<file path="src/rtl/gray_pkg.sv">
// Shared Gray-code helpers for the counter and the pointer blocks that reuse it.
// The functions work on 32-bit zero-extended values. Callers size-cast the
// result back to their own width. Zero-extension keeps both conversions exact
// for any width up to 32.
package gray_pkg;

  localparam int unsigned MAX_WIDTH = 32;

  // Binary to Gray: each Gray bit is the XOR of a binary bit and its upper neighbour.
  function automatic logic [MAX_WIDTH-1:0] bin2gray(input logic [MAX_WIDTH-1:0] b);
    return b ^ (b >> 1);
  endfunction

  // Gray to binary: prefix XOR taken from the MSB down.
  function automatic logic [MAX_WIDTH-1:0] gray2bin(input logic [MAX_WIDTH-1:0] g);
    logic [MAX_WIDTH-1:0] b;
    b = '0;
    b[MAX_WIDTH-1] = g[MAX_WIDTH-1];
    for (int i = MAX_WIDTH - 2; i >= 0; i--) begin
      b[i] = b[i+1] ^ g[i];
    end
    return b;
  endfunction

  // Upper counting limit (all-ones) for a counter of width w.
  function automatic logic [MAX_WIDTH-1:0] lim_hi(input int unsigned w);
    logic [MAX_WIDTH-1:0] m;
    m = '0;
    for (int unsigned i = 0; i < MAX_WIDTH; i++) begin
      if (i < w) m[i] = 1'b1;
    end
    return m;
  endfunction

  // Lower counting limit (zero) for a counter of width w.
  function automatic logic [MAX_WIDTH-1:0] lim_lo(input int unsigned w);
    logic [MAX_WIDTH-1:0] m;
    m = '0;
    if (w > MAX_WIDTH) m = '0;
    return m;
  endfunction

endpackage

</file>
<file path="src/rtl/gray_a_binario.sv">
// Combinational Gray-to-binary converter, sized by WIDTH.
// It sits on the counter's load path and is meant for pointer synchronisers.
module gray_a_binario
  import gray_pkg::*;
#(
  parameter int unsigned WIDTH = 4
) (
  input  logic [WIDTH-1:0] gray_in,
  output logic [WIDTH-1:0] bin_out
);

  // Zero-extend, convert, and take the low WIDTH bits back.
  always_comb begin
    bin_out = '0;
    bin_out = WIDTH'(gray2bin(MAX_WIDTH'(gray_in)));
  end

endmodule

</file>
<file path="src/rtl/contador_gray.sv">
// Synchronous up/down counter with registered binary and Gray outputs.
// The count is held in binary. The Gray output is registered from the same
// next value, so both outputs change on the same edge.
// Edge priority: reset > load > enabled step > hold.
module contador_gray
  import gray_pkg::*;
#(
  parameter int unsigned WIDTH = 4,
  parameter int unsigned WRAP  = 1
) (
  input  logic             clk,
  input  logic             rst_n,
  input  logic             en,
  input  logic             up,
  input  logic             load,
  input  logic             load_gray,
  input  logic [WIDTH-1:0] load_val,
  output logic [WIDTH-1:0] bin_out,
  output logic [WIDTH-1:0] gray_out,
  output logic             tc,
  output logic             sat
);

  localparam logic [WIDTH-1:0] LIMIT_UP = WIDTH'(lim_hi(WIDTH));
  localparam logic [WIDTH-1:0] LIMIT_DN = WIDTH'(lim_lo(WIDTH));
  localparam logic             DO_WRAP  = (WRAP != 0);

  logic [WIDTH-1:0] cnt_q,  cnt_d;
  logic [WIDTH-1:0] gray_q, gray_d;
  logic             sat_q,  sat_d;

  logic [WIDTH-1:0] load_bin;
  logic [WIDTH-1:0] load_conv;
  logic             at_limit;

  // Gray-coded loads go through the shared converter.
  gray_a_binario #(
    .WIDTH (WIDTH)
  ) u_load_conv (
    .gray_in (load_val),
    .bin_out (load_conv)
  );

  // Select the load value in binary form.
  always_comb begin
    load_bin = load_val;
    if (load_gray) load_bin = load_conv;
  end

  // Check whether the count sits at the limit for the current direction.
  always_comb begin
    at_limit = 1'b0;
    if (up) at_limit = (cnt_q == LIMIT_UP);
    else    at_limit = (cnt_q == LIMIT_DN);
  end

  // Terminal count: high while the next enabled edge would wrap or saturate.
  always_comb begin
    tc = en & ~load & at_limit;
  end

  // Next count and saturation flag.
  always_comb begin
    cnt_d = cnt_q;
    sat_d = sat_q;
    if (load) begin
      cnt_d = load_bin;
      sat_d = 1'b0;
    end else if (en) begin
      if (at_limit && !DO_WRAP) begin
        // Saturating mode holds at the limit and flags it.
        cnt_d = cnt_q;
        sat_d = 1'b1;
      end else begin
        // Modular arithmetic also covers the wrap case.
        if (up) cnt_d = cnt_q + WIDTH'(1);
        else    cnt_d = cnt_q - WIDTH'(1);
        sat_d = 1'b0;
      end
    end
  end

  // Gray output is derived from the same next value as the count.
  always_comb begin
    gray_d = WIDTH'(bin2gray(MAX_WIDTH'(cnt_d)));
  end

  // Output and state registers, with synchronous active-low reset.
  always_ff @(posedge clk) begin
    if (!rst_n) begin
      cnt_q  <= '0;
      gray_q <= '0;
      sat_q  <= 1'b0;
    end else begin
      cnt_q  <= cnt_d;
      gray_q <= gray_d;
      sat_q  <= sat_d;
    end
  end

  assign bin_out  = cnt_q;
  assign gray_out = gray_q;
  assign sat      = sat_q;

endmodule

</file>
<file path="config.mk">
export PLATFORM = sky130hd
export DESIGN_NAME = contador_gray
export DESIGN_NICKNAME = d
export VERILOG_FILES = /design/src/rtl/gray_pkg.sv /design/src/rtl/gray_a_binario.sv /design/src/rtl/contador_gray.sv
export SDC_FILE = /design/constraint.sdc
export NUM_CORES = 1
export LEC_CHECK = 0
export CAP_MARGIN = 5
export CORE_MARGIN = 5
export CORE_UTILIZATION = 40
export CTS_BUF_LIST = sky130_fd_sc_hd__clkbuf_4 sky130_fd_sc_hd__clkbuf_8
export CTS_CLUSTER_SIZE = 10
export DETAILED_ROUTE_END_ITERATION = 12
export PLACE_DENSITY = 0.75
export SLEW_MARGIN = 5
export SYNTH_ARGS = -nofsm -noshare
export SYNTH_HDL_FRONTEND = slang
export SYNTH_SLANG_ARGS = --single-unit
</file>
<file path="constraint.sdc">
create_clock -name clk -period 1.6 [get_ports clk]
set_input_delay 0.32 -clock clk [delete_from_list [all_inputs] [get_ports clk]]
set_output_delay 0.32 -clock clk [all_outputs]
set_load 0.1 [all_outputs]
</file>
==> reports/summary.txt <==
wire per inst: 17.02 µm
core area: 1301 µm²
CP Launch Type: flip-flop
CTS tree: built
Worst Hold End: bin_out[0]$_SDFF_PN0_
worst hold start: rst_n
CP arrival: 1720 ps
worst endpoint required time: 1280 ps
die width: 47.06 µm
clock root buffer: clkbuf_4
Rows: 13
fraction of layout cells with a size suffix above 1: 0.5534
Cell variety after synth: 34
Seq/Total Area, Yosys: 0.2551
Synth Register Bits: 7
CTS buffer count: 3
register area: 152.6 µm²
final period utilization: 1.276
reg2reg start: bin_out[1]$_SDFF_PN0_
Yosys warnings: 0
Area growth, synth to finish: 110.5%
clk slew on worst S/H paths: 50 ps
final wirelength: 2008 µm
final hold viol count: 0
number of global-route vias before repair: 607
Port Buffer Count: 18
via count: 633
worst setup margin: -441.0 ps
Final ANT Viol Nets: 0
worst r2r path cells: 9
failing checks: negative setup slack
PwrDens: 901.0 nW/µm²
CP max-delay cell: or4_4
RSZ-0062 raised after global routing: yes
maximum clock insertion buffer count: 2
quantity of hold-fixing buffers added after cts: 0
outcome: finished, violations left
Synthesized Nets: 79
Worst-Skew Late Latency: 260 ps
nets: 117
Die Area: 2214 µm²
max-cap viol count: 0
I/O Pins: 20
diode count: 0
GPL Wtd Cong: 0.7814
Hold Path Cell Cnt: 2
pre-CTS setup slack: -621.0 ps
Tmin final: 2041 ps
largest net degree at the start of global routing: 10
initial core utilization: 0.4221
fin util: 0.8885
Total GRT Usage: 0.1743
first-pass GRT wire length: 2594 µm
critical path peak fanout: 4
worst relative slew slack: 0.6433
largest cells by area after synthesis: dfxtp_1, xor2_1, nor2_1
Post-Synthesis Cells: 66
Final setup viols: 5
Initial DRT Pass Iterations: 4
Leak: 0.4952 nW
H-tree depth: 1
R2R setup slack: -230 ps
Initial DRC Count: 11
final max-slew violation count: 0
grt ovf: 0
clock sink total: 7
worst-margin pin slew: 527.8 ps
worst setup path class: flip-flop to primary output
area leader, netlist: dfxtp_1
Synth Cell Area: 549.3 µm²
initial antenna violation count: 0
fmax: 490.0 MHz
CP Cell Sequence: or4_4 > nor2_4 > a31oi_2 > nor3b_4 > buf_12
biggest cell delay along the critical path: 520 ps
Die Span Y: 47.06 µm
FF-to-FF End: gray_out[2]$_SDFF_PN0_
Vias per Instance: 5.364
Clock Skews: 2.351 ps
type of the worst min-delay path: primary input to flip-flop
fill count: 62
DPL Wire Length: 1183 µm
area of the multi-input gates: 509.2 µm²
Worst Setup End Kind: primary output
Yosys top cell area share: 0.2551
VDD IR max: 0.5543 mV
syn_area_per_cell: 8.322 µm²
DRC: 0
## kinds of logic (layout without fill, tap and decap cells)
group,after synthesis,after routing,synth area share
AND/OR/NAND/NOR,28,28,0.3121
AO/OA/AOI/OAI,10,10,0.1162
buffers and inverters,9,46,0.07517
XOR/XNOR,8,8,0.1526
flip-flops,7,7,0.2551
adder cells (fa/ha/maj),3,3,0.08200
other,1,1,0.006827
## worst max-delay path by stage
stage	from	endpoint	slack (ps)	depth (start not counted)
6_report	bin_out[0]$_SDFF_PN0_	tc	-440	5
5_1_grt	bin_out[1]$_SDFF_PN0_	tc	-480	5
4_1_cts	bin_out[1]$_SDFF_PN0_	tc	-470	5
3_5_place_dp	up	gray_out[2]$_SDFF_PN0_	-620	8
3_3_place_gp	up	tc	-580	6
2_1_floorplan	bin_out[0]$_SDFF_PN0_	tc	-730	4
## final cells by class
type	count	share of cell area
multi-input cells	50	0.4405
repair buffers	37	0.3690
flip-flops and latches	7	0.1320
clock buffers	4	0.02597
inverters	5	0.01623
well taps	15	0.01623
## worst max-delay path, delay by kind of cell, from the launching register on
family / cells / cell delay (ps)
AOI/OAI and AO/OA: 1 / 50
and+or+nand+nor: 3 / 850
DFF: 1 / 350
buffers and inverters: 1 / 200
## where the power goes
part	total [mW]	switching (mW)	internal (mW)
logic	0.629	0.361	0.268
clock network	0.186	0.0731	0.113
registers	0.227	0.0277	0.199
total	1.04	0.462	0.580
## cell usage after synthesis
library cell  number
a211oi_1           1
a21oi_1            3
a22oi_1            1
a31oi_1            2
and2_1             2
and3_1             2
and3b_1            1
and4_1             1
buf_4              2
clkbuf_1           2
conb_1             1
dfxtp_1            7
fa_1               1
ha_1               2
inv_1              5
nand2_1            1
nand2b_1           1
nand3_1            1
nor2_1             7
nor2b_1            3
nor3_1             1
nor3_2             1
nor3b_1            2
nor4_1             1
nor4b_1            1
nor4bb_1           1
o211ai_1           1
o21ai_0            1
o2bb2ai_1          1
or3_1              1
or4_1              1
xnor2_1            3
xnor3_1            1
xor2_1             4
## state kept, by name, summed over array words and instances, names as in the netlist
signal / count
bin_out: 4
gray_out: 3
## cells in the final DEF, fill, tap and decap left out, types with 2 or more instances in the layout
cell type and count:
clkbuf_4 4, dlygate4sd2_1 3, a31oi_2 2, nor3_2 2, buf_4 15, inv_1 3, nor2_1 5, clkdlybuf4s50_1 4
buf_12 9, nor2_4 2, dfxtp_4 3, ha_4 2, dfxtp_1 3, inv_2 2, xnor2_1 2, nor2b_1 2
xor2_1 4, buf_6 4, and2_1 2
## per-stage QoR
step	total power, mW	setup TNS, ps	hold slack [ps]	instances	area, µm²
global placement	0.7447	-3686	786.8	110	957.2
CTS	0.9815	-582.7	668.9	116	1070
global route	1.076	-1515	697.0	118	1156
finish	1.042	-1181	686.6	118	1156
detailed placement	0.7537	-4047	786.7	110	957.2
floorplan	0.5456	-1536	440.9	66	578.1
## layer usage
metal	up-vias	wire length, µm	GRT usage
met1	297	728	0.1912
met2	26	1086	0.3008
met5	-	0	0
li1	300	-	-
met3	10	86	0.03831
met4	0	106	0.1105
## repair_timing
action                     CTS  global route
hold endpoints to repair     0             0
setup buffers                2             2
setup endpoints to repair    8             5
resized for setup           19            14
pin swaps                   10            13
(Power assumes the default switching activity.)
